**src/rtl/gbuf_stream_reader.sv**
```systemverilog
// Burst read engine for global-buffer port B: one read per cycle, credit-limited 2-entry FIFO.
// Optional feature macro: GBUF_RD_STRIDE_EN adds a latched stride_i address step (default step 1).
module gbuf_stream_reader #(
    parameter int unsigned STRIDE_W = 15
) (
    input  logic                clk_i,
    input  logic                rst_i,
    input  logic                start_i,
    input  logic [14:0]         base_addr_i,
    input  logic [15:0]         len_i,
`ifdef GBUF_RD_STRIDE_EN
    input  logic [STRIDE_W-1:0] stride_i,
`endif
    output logic                busy_o,
    output logic                done_o,
    output logic [14:0]         gb_addr_o,
    input  logic [15:0]         gb_rdata_i,
    output logic [15:0]         data_o,
    output logic                valid_o,
    output logic                last_o,
    input  logic                ready_i
);

    typedef enum logic [1:0] {StIdle, StRun, StDrain} state_e;

    state_e      state_q;
    logic [14:0] addr_q;
    logic [14:0] gb_addr_q;
    logic [15:0] len_q;
    logic [15:0] issue_cnt_q;
    logic [15:0] beat_cnt_q;
    logic        inflight_q;
    logic [15:0] fifo_q [2];
    logic        wr_ptr_q;
    logic        rd_ptr_q;
    logic [1:0]  count_q;
    logic        done_q;
    logic [14:0] step;

`ifdef GBUF_RD_STRIDE_EN
    logic [14:0] step_q;
    assign step = step_q;
`else
    assign step = 15'd1;
`endif

    logic       pop;
    logic [2:0] credit;
    logic       issue;
    logic       last_beat;

    // Occupancy the FIFO will have once this cycle's pop and in-flight word settle.
    always_comb begin
        pop       = (count_q != 2'd0) && ready_i;
        credit    = {1'b0, count_q} + {2'b00, inflight_q} - {2'b00, pop};
        issue     = (state_q == StRun) && (issue_cnt_q < len_q) && (credit < 3'd2);
        last_beat = pop && (beat_cnt_q == len_q - 16'd1);
    end

    always_ff @(posedge clk_i or posedge rst_i) begin
        if (rst_i) begin
            state_q     <= StIdle;
            addr_q      <= '0;
            gb_addr_q   <= '0;
            len_q       <= '0;
            issue_cnt_q <= '0;
            beat_cnt_q  <= '0;
            inflight_q  <= 1'b0;
            fifo_q[0]   <= '0;
            fifo_q[1]   <= '0;
            wr_ptr_q    <= 1'b0;
            rd_ptr_q    <= 1'b0;
            count_q     <= '0;
            done_q      <= 1'b0;
`ifdef GBUF_RD_STRIDE_EN
            step_q      <= 15'd1;
`endif
        end else begin
            done_q     <= 1'b0;
            inflight_q <= issue;
            if (issue) begin
                gb_addr_q   <= addr_q;
                addr_q      <= addr_q + step;
                issue_cnt_q <= issue_cnt_q + 16'd1;
            end
            // Read data lands exactly one cycle after its address was issued.
            if (inflight_q) begin
                fifo_q[wr_ptr_q] <= gb_rdata_i;
                wr_ptr_q         <= ~wr_ptr_q;
            end
            if (pop) begin
                rd_ptr_q   <= ~rd_ptr_q;
                beat_cnt_q <= beat_cnt_q + 16'd1;
            end
            count_q <= count_q + {1'b0, inflight_q} - {1'b0, pop};

            unique case (state_q)
                StIdle: begin
                    if (start_i) begin
                        if (len_i != 16'd0) begin
                            addr_q      <= base_addr_i;
                            len_q       <= len_i;
                            issue_cnt_q <= '0;
                            beat_cnt_q  <= '0;
`ifdef GBUF_RD_STRIDE_EN
                            step_q      <= 15'(stride_i);
`endif
                            state_q     <= StRun;
                        end else begin
                            done_q <= 1'b1;
                        end
                    end
                end
                StRun: begin
                    if (issue && (issue_cnt_q + 16'd1 == len_q)) begin
                        state_q <= StDrain;
                    end
                end
                StDrain: begin
                    if (last_beat) begin
                        state_q <= StIdle;
                        done_q  <= 1'b1;
                    end
                end
                default: state_q <= StIdle;
            endcase
        end
    end

    assign busy_o    = (state_q != StIdle);
    assign done_o    = done_q;
    assign gb_addr_o = gb_addr_q;
    assign data_o    = fifo_q[rd_ptr_q];
    assign valid_o   = (count_q != 2'd0);
    assign last_o    = valid_o && (beat_cnt_q == len_q - 16'd1);

endmodule

```
**config.mk**
```make
export PLATFORM = sky130hd
export DESIGN_NAME = gbuf_stream_reader
export DESIGN_NICKNAME = d
export VERILOG_FILES = /design/src/rtl/gbuf_stream_reader.sv
export SDC_FILE = /design/constraint.sdc
export NUM_CORES = 1
export LEC_CHECK = 0
export CAP_MARGIN = 20
export CORE_ASPECT_RATIO = 1.2
export CORE_UTILIZATION = 55
export DETAILED_ROUTE_END_ITERATION = 16
export PLACE_DENSITY = 0.79
export SLEW_MARGIN = 20
export SYNTH_ARGS = -nofsm -noshare
export SYNTH_HDL_FRONTEND = slang
export SYNTH_SLANG_ARGS = --single-unit
export TNS_END_PERCENT = 100
```
**constraint.sdc**
```tcl
create_clock -name clk_i -period 5.3 [get_ports clk_i]
set_input_delay 1.325 -clock clk_i [delete_from_list [all_inputs] [get_ports clk_i]]
set_output_delay 1.325 -clock clk_i [all_outputs]
set_load 0.03 [all_outputs]
```
* After elaboration in Yosys (flattened, before gate mapping)
Index checks and enable logic that the tools add are counted.
Widths: inputs -> output; s select.
** Storage, ports and cells
- Bits of input ports :: 51
- Word-level logic and storage cells :: 78
- Register bits after elaboration :: 118
- Bits in read-only memories :: 0
- Output and inout bits :: 35
- Latch bits :: 0
- Bits in writable memories :: 0
- Memories :: 0
** Operators by class
- Divide/modulo/power cells :: 0
- Multiply operators :: 0
- $add $sub $neg :: 8
- $lt $le $gt $ge :: 5
- Reduce and logical (&&, ||, !) cells :: 13
- Equality and inequality tests :: 8
- Muxes and demuxes :: 27
- Shifts and indexed selects :: 0
- Bitwise operators :: 4
** Operator list (number)
- $mux 16 :: 12
- $mux 15 :: 4
- $add 16x1->16 const B :: 2
- $bwmux 32 :: 1
- $eq 16x16->1 :: 2
- $demux 16 s1 :: 1
- $lt 16x16->1 :: 1
- $reduce_bool 16->1 :: 1
- $sub 16x1->16 const B :: 1
- $add 15x1->15 const B :: 1
- $mux 2 :: 4
- $logic_and 1x1->1 :: 7
- $ne 2x2->1 const B :: 3
- $pmux 2 s3 :: 1
- $ge 2x2->1 const B :: 2
- $not 1->2 :: 2
- $reduce_and 4->1 :: 1
- $reduce_bool 2->1 :: 2
- $add 2x1->3 :: 1
- $lt 3x2->1 const B :: 1
- $mux 1 :: 3
- $reduce_and 3->1 :: 1
- $sub 3x1->3 :: 1
- $add 2x1->2 :: 1
- other kinds (8) :: 9

* Depth between registers and ports, before layout
Gate-level depths: netlist of run 1.
- Depth after elaboration :: 9
- Depth in mapped cells :: 14
- Depth with buffers taken out :: 11

* Worst setup path before layout of run 1
No wires, ideal clock.
- Path type :: input to register
- Start :: input port ready_i
- End :: register addr_q[13]
- Required time :: 5.165 ns
- Slack :: 1.336 ns
- Stages :: 13
- Setup time :: 0.135 ns
- Data arrival time :: 3.829 ns
- Cell sequence :: o21a_1 > clkbuf_1 > ha_1 > inv_1 > ha_1 > fa_1 > nor2_1 > o2111a_1 > clkbuf_1 > nand4_1 > nor4_1 > xnor2_1 > o21ai_0
** On the way
- Cells in the longest elaborated chain, start to end :: 8
** Ends and longest elaborated chain
- start, declared :: line 21 : input logic ready_i
- $logic_and 1x1->1 * :: line 54 : pop = (count_q != 2'd0) && ready_i;
- via pop :: line 47 : logic pop;
- $sub 3x1->3 * :: line 55 : credit = {1'b0, count_q} + {2'b00, inflight_q} - {2'b00, pop};
- via credit[1] :: line 48 : logic [2:0] credit;
- $lt 3x2->1 * :: line 56 : issue = (state_q == StRun) && (issue_cnt_q < len_q) && (credit < 3'd2);
- $logic_and 1x1->1 * :: line 56
- $mux 15 * :: line 81 : if (issue) begin
- $mux 15 :: line 100 : if (len_i != 16'd0) begin
- $mux 15 :: line 99 : if (start_i) begin
- $mux 15 * :: line 97 : unique case (state_q)
- end signal, assigned :: line 83 : addr_q <= addr_q + step;
- end signal, assigned :: line 101 : addr_q <= base_addr_i;
- end, declared :: line 27 : logic [14:0] addr_q;
The timed path passes the listed nets; every way through them passes the cells marked *.
A chain may end at the register's enable or synchronous reset.

* Final worst setup path of run 1
- Start :: register len_q[0]
- End :: output port last_o
** On the way
- Cells in the longest elaborated chain, start to end :: 3
** Ends and longest elaborated chain
- start, declared :: line 29 : logic [15:0] len_q;
- start signal, assigned :: line 102 : len_q <= len_i;
- $sub 16x1->16 :: line 135 : assign last_o = valid_o && (beat_cnt_q == len_q - 16'd1);
- $eq 16x16->1 :: line 135
- $logic_and 1x1->1 :: line 135
- end, declared :: line 20 : output logic last_o,
Every way passes these cells.

==> results of run 1 <==
## state kept, by name (all words and copies together) (netlist names)
signal,count
gb_addr_o,15
count_q,2
fifo_q,32
done_o,1
rd_ptr_q,1
issue_cnt_q,16
state_q,2
addr_q,15
len_q,16
inflight_q,1
beat_cnt_q,16
wr_ptr_q,1
## routing by layer
metal,part of all wire,up-vias,GRT usage
met1,0.41,2666,0.3382
li1,-,2523,-
met4,0.026,0,0.1321
met2,0.53,158,0.4754
met3,0.038,42,0.05524
met5,0,-,0
## synthesized netlist by cell type (2+ instances only)
master and n:
nand3b_1 4, ha_1 22, and3_1 11, nor4_4 2
and4_1 3, nand4_1 14, mux2_2 48, xor2_1 37
o211ai_1 3, and2_1 2, clkbuf_1 22, buf_1 3
a21o_1 3, nor2_1 53, nand3_1 24, nor4b_1 4
dfrtp_1 118, nand2_1 99, nor3_1 10, o21a_1 2
a2111oi_2 2, inv_1 28, or3_1 3, o31a_1 2
a21oi_1 18, or4_4 2, nor3b_1 3, mux2i_1 2
or2_2 3, a211oi_1 2, o21ai_0 39, nor4_1 10
buf_2 3, xnor2_1 49, o211a_1 2, nand2b_1 2
nor2b_1 5, a31oi_1 4
## how the worst min path moves through the flow
stage	to	cells after the start
after floorplan	done_o	1
after global placement	done_o	1
after detailed placement	done_o	1
after CTS	done_o	1
after global routing	gb_addr_o[5]	2
final	done_o	1
## metrics by stage
| step | setup slack (ns) | power [W] | hold slack (ns) | area, um^2 |
|---|---|---|---|---|
| detailed placement | 0.6827 | 0.003799 | 0.4526 | 7612 |
| CTS | 0.3180 | 0.005125 | 0.4708 | 8273 |
| floorplan | 0.8459 | 0.003095 | 0.4256 | 6665 |
| global route | 0.1365 | 0.005408 | 0.4955 | 8273 |
| finish | 0.3180 | 0.005117 | 0.4713 | 8273 |
| global placement | 0.8195 | 0.003704 | 0.4547 | 7612 |
## power by group through the flow
stage / sequential [W] / combinational (W) / clock, W
6_report: 0.00165 / 0.00218 / 0.00128
5_1_grt: 0.00170 / 0.00237 / 0.00134
4_1_cts: 0.00165 / 0.00219 / 0.00129
3_5_place_dp: 0.00165 / 0.00215 / 0
3_3_place_gp: 0.00163 / 0.00208 / 0
2_1_floorplan: 0.00159 / 0.00150 / 0
## area by class of cell
class,instances,area share
clock buffers,19,0.05354
well taps,157,0.02374
flip-flops and latches,118,0.3569
clock inverters,13,0.02632
repair buffers,90,0.1074
inverters,29,0.01346
multi-input cells,506,0.4186
## logic make-up (layout without fill, tap and decap cells)
group | Yosys count | in the layout | synth area share
xor gates and xnor gates | 86 | 86 | 0.1130
AOI/OAI and AO/OA | 86 | 86 | 0.07941
buffers and inverters | 60 | 151 | 0.03754
muxes | 50 | 50 | 0.08410
DFF | 118 | 118 | 0.4430
and+or+nand+nor | 261 | 261 | 0.1986
adders and majority gates | 23 | 23 | 0.04430
## cell usage in the layout, fill, tap and decap left out, types with 4 or more instances in the layout
| cell type | instances |
|---|---|
| clkdlybuf4s50_1 | 85 |
| xnor2_1 | 49 |
| nand3b_1 | 4 |
| inv_1 | 27 |
| ha_1 | 22 |
| clkbuf_16 | 17 |
| nor4b_1 | 4 |
| dfrtp_1 | 118 |
| buf_4 | 5 |
| a21oi_1 | 18 |
| inv_6 | 4 |
| nand4_1 | 14 |
| a31oi_1 | 4 |
| and3_1 | 10 |
| nor4_1 | 10 |
| nor3_1 | 10 |
| nor2_1 | 53 |
| bufinv_16 | 5 |
| nand2_1 | 99 |
| mux2_2 | 48 |
| o21ai_0 | 39 |
| xor2_1 | 37 |
| nor2b_1 | 5 |
| nand3_1 | 24 |
==> results.py, run 1 <==
metrics = {
    "status": {
        "outcome": "complete, no violations",
    },
    "pwr": {
        "seqPwrFrac": 0.323,
        "pwr-share-comb": 0.426,
        "p_per_area_nw_per_um2": 618.5,
        "leakage_nw": 3.553,
        "vdd_drop_max_v": 0.0004257,
        "internal-power_w": 0.003105,
        "p_sw_w": 0.002012,
        "switching_share": 0.3932,
        "clock_power_share": 0.251,
    },
    "placement": {
        "gp_congestion": 0.9085,
        "io_buffers": 85,
        "hpwl_mm": 11.46,
        "place_inst": 900,
    },
    "routing": {
        "dr_total_vias": 5389,
        "wl_per_cell_um": 17.56,
        "ant_nets": 0,
        "wl_mm": 16.36,
        "drc_errors": 0,
        "viasPerCell": 5.782,
        "first_pass_iters": 5,
        "drt-initial-drc-count": 353,
    },
    "sta": {
        "fin_crit_ns": 4.982,
        "rsz0062_at_grt": "no",
        "hold_viol": 0,
        "max_slew_margin": 0.3265,
        "worstMarginPinSlew_ns": 1.010,
        "clock.fmax_ghz": 0.2007,
        "period_share": 0.9400,
        "setup_viol": 0,
        "drv_slew": 0,
        "finalSetupTns_ns": 0,
        "fin_worst_skew_ns": 0.01385,
    },
    "grt": {
        "grt_pass1_vias": 5506,
        "grt_max_degree": 68,
        "antenna_found_initial": 0,
        "grt_usage": 0.2798,
        "grt_pass1_wl_mm": 26.57,
        "grt_overflow": 0,
    },
    "cts": {
        "cts_tree": "built",
        "cts_hold_buf": 0,
        "cts_setup_buffers": 0,
        "clkSlewWorstSetupHoldPaths_ns": 0.05,
        "cts.sinks": 118,
        "post_cts_resized": 0,
        "insertion_delay_ns": 0.42,
        "htreeDepth": 4,
        "cts-buffers-inserted": 17,
        "cts_root_buffer": "clkbuf_16",
        "clk_path_buf_depth": 2,
    },
    "hold_path": {
        "hp-start": "state_q[0]",
        "min_path_type": "reg -> reg",
    },
    "floorplan": {
        "io_pins": 86,
        "core-area_um2": 11670,
        "die_w_um": 102.5,
        "die_h_um": 122.6,
        "initial_core_util": 0.5709,
        "std_cell_rows": 43,
        "fp.dieArea_um2": 12560,
    },
    "yosys": {
        "synthesis.area_um2": 6665,
        "synth.yosys.seq_area_share": 0.4430,
        "dominantRegCellSynth": "dfrtp_1",
        "synth-seq-cells": 118,
        "synth_cells": 684,
        "synth_top_cell_by_area": "dfrtp_1",
        "synth_top_area_frac": 0.4430,
        "synth_cell_types": 59,
        "synth_nets": 758,
        "async_flop_share": 1.000,
        "yosysWarnings": 0,
        "synth-edff-count": 0,
        "synth_area_leaders": "dfrtp_1, mux2_2, xnor2_1",
        "avgSynthCellArea_um2": 9.744,
    },
    "critical_path": {
        "path_cells": "inv_1 -> ha_1 -> or4b_4 -> nor4_1 -> xnor2_1 -> o211ai_1 -> nor4_4 -> clkdlybuf4s50_1",
        "start_kind": "flip-flop",
        "cp-end-kind": "output port",
        "cp_slowest_stage_delay_ns": 0.74,
        "crit_arrival_ns": 3.66,
        "cp-startpoint": "len_q[0]",
        "r2r-end": "addr_q[0]",
        "reg2regPathDepth": 10,
        "reg2reg_from": "len_q[9]",
        "endpoint": "last_o",
        "critPathKind": "reg -> out",
        "critPathRequiredTime_ns": 3.97,
        "cp_slowest_cell": "clkdlybuf4s50_1",
        "cp_max_fo": 7,
        "worst-path-stages": 8,
        "cp.buffers_inverters": 2,
        "rrSetupSlack_ns": 1.84,
        "crit_family": "simple AND/OR/NAND/NOR gates",
    },
    "layout": {
        "n_antenna_cell": 0,
        "fin_nets": 836,
        "fillers": 825,
        "drive_gt1_frac": 0.1316,
        "areaGrowthSynthToFinish_pct": 24.12,
        "seq_area_um2": 2953,
        "instances_no_fill": 932,
        "multi_input_area_um2": 3463,
        "final_core_util": 0.7086,
    },
    "run": {
        "max_cap_viol_count": 0,
    },
}
Note: power is estimated with default switching activity, not from simulation.
==> run 2, diff against run 1 <==
- SLEW_MARGIN: 20 -> 10
==> results of run 2 <==
Final layout, timing and power as in run 1 (identical DEF).
==> run 3, diff against run 2 <==
- CORE_ASPECT_RATIO: 1.2 -> 1.5
- CTS_CLUSTER_SIZE: not set -> 8
- SLEW_MARGIN: 10 -> 20
==> results.py, run 3 (synthesis results as in run 1) <==
metrics = {
    "status": {
        "outcome": "complete, no violations",
    },
    "sta": {
        "fin_worst_skew_ns": 0.006048,
        "period_share": 0.9463,
        "drv_slew": 0,
        "finalSetupTns_ns": 0,
        "worstMarginPinSlew_ns": 1.030,
        "clock.fmax_ghz": 0.1994,
        "fin_crit_ns": 5.015,
        "setup_viol": 0,
        "max_slew_margin": 0.3134,
        "rsz0062_at_grt": "no",
        "hold_viol": 0,
    },
    "floorplan": {
        "fp.dieArea_um2": 12570,
        "initial_core_util": 0.5721,
        "die_w_um": 91.89,
        "io_pins": 86,
        "die_h_um": 136.8,
        "std_cell_rows": 48,
        "core-area_um2": 11650,
    },
    "grt": {
        "grt_overflow": 0,
        "grt_max_degree": 86,
        "grt_usage": 0.2765,
        "grt_pass1_vias": 5614,
        "grt_pass1_wl_mm": 26.98,
        "antenna_found_initial": 0,
    },
    "cts": {
        "cts_tree": "built",
        "cts_hold_buf": 0,
        "cts.sinks": 118,
        "cts_setup_buffers": 0,
        "insertion_delay_ns": 0.42,
        "post_cts_resized": 0,
        "clkSlewWorstSetupHoldPaths_ns": 0.06,
        "htreeDepth": 4,
        "cts-buffers-inserted": 17,
        "clk_path_buf_depth": 2,
        "cts_root_buffer": "clkbuf_16",
    },
    "layout": {
        "final_cell_area_um2": 8224,
        "fin_nets": 836,
        "drive_gt1_frac": 0.1329,
        "n_antenna_cell": 0,
        "layout_common_cells": "dfrtp_1, nand2_1, clkdlybuf4s50_1, nor2_1, xnor2_1",
        "layout_commonest_cell": "dfrtp_1",
        "largest_reg_flops": 32,
        "largest-register": "fifo_q",
        "areaGrowthSynthToFinish_pct": 23.39,
    },
    "run": {
        "max_cap_viol_count": 0,
    },
    "routing": {
        "first_pass_iters": 7,
        "viasPerCell": 5.796,
        "wl_mm": 16.26,
        "ant_nets": 0,
        "dr_total_vias": 5361,
        "drt-initial-drc-count": 235,
        "drc_errors": 0,
        "wl_per_cell_um": 17.57,
    },
    "placement": {
        "gp_congestion": 0.9891,
        "placed_area_um2": 7604,
        "hpwl_mm": 11.42,
        "io_buffers": 85,
    },
    "critical_path": {
        "crit_family": "simple AND/OR/NAND/NOR gates",
        "cp-end-kind": "output port",
        "path_cells": "inv_1 -> ha_1 -> or4b_4 -> nor4_1 -> xnor2_1 -> o211ai_1 -> nor4_4 -> clkdlybuf4s50_1",
        "cp_slowest_cell": "clkdlybuf4s50_1",
        "critPathKind": "reg -> out",
        "start_kind": "flip-flop",
        "cp.buffers_inverters": 2,
        "cp_slowest_stage_delay_ns": 0.76,
        "critPathRequiredTime_ns": 3.97,
        "crit_arrival_ns": 3.69,
        "cp_max_fo": 7,
    },
    "pwr": {
        "vdd_drop_max_v": 0.0003349,
        "p_per_area_nw_per_um2": 610.2,
        "total_power_w": 0.005018,
        "leakage_nw": 3.539,
    },
    "hold_path": {
        "min_path_type": "reg -> reg",
    },
}
-- run 3: cell count changes in the layout (fill, tap and decap cells not counted), sizes merged --
cell      change
bufinv        -2
clkbuf        -2
clkinv        +3
clkinvlp      -1
inv           +2
-- run 3: worst paths after layout --
kind	to	cells past startpoint	from	slack (ns)
hold reg to reg	gb_addr_o[4]	2	gb_addr_o[4]	0.48
min in group asynchronous	fifo_q[13]	2	rst_i	1.43
setup / recovery	last_o	8	len_q[1]	0.28
setup reg to reg	addr_q[0]	10	len_q[9]	2.02
hold / removal	gb_addr_o[4]	2	gb_addr_o[4]	0.48
max in group asynchronous	issue_cnt_q[2]	3	rst_i	3.12
-- run 3: power by group --
part | switching [W] | leakage, nW | internal [W] | total, W
registers | 0.000397 | 1.45 | 0.00126 | 0.00166
clock network | 0.000452 | 0.301 | 0.000751 | 0.00120
logic | 0.00117 | 1.79 | 0.000992 | 0.00216
total | 0.00202 | 3.54 | 0.00300 | 0.00502
-- run 3: tightest hold or removal path, stage by stage (launching register included) --
cell	delay, ns
dfrtp_1	0.34
nand2_1	0.05
nand2_1	0.05
-- run 3: area by class of cell --
class,count,area (um^2)
multi-input combinational,506,3463
fill,867,3427
sequential,118,2953
timing repair buffer,90,888.4
clock buffer,17,425.4
clock inverter,15,192.7
tap,150,187.7
inverter,29,113.9
-- run 3: per-stage QoR --
step	setup slack, ns	utilization	cells	hold WS (ns)
3_3_place_gp	0.8871	0.6526	893	0.4624
2_1_floorplan	0.8459	-	684	0.4256
6_report	0.2848	0.7059	925	0.4805
5_1_grt	0.1827	0.7059	925	0.5065
3_5_place_dp	0.7645	0.6526	893	0.4672
4_1_cts	0.3204	0.7056	925	0.4825
-- run 3: per-layer routing --
metal,track usage,part of all wire,up-vias
met5,0,0,-
met4,0.1172,0.025,0
met3,0.05667,0.034,42
met2,0.4959,0.54,150
met1,0.3191,0.40,2649
li1,-,-,2520
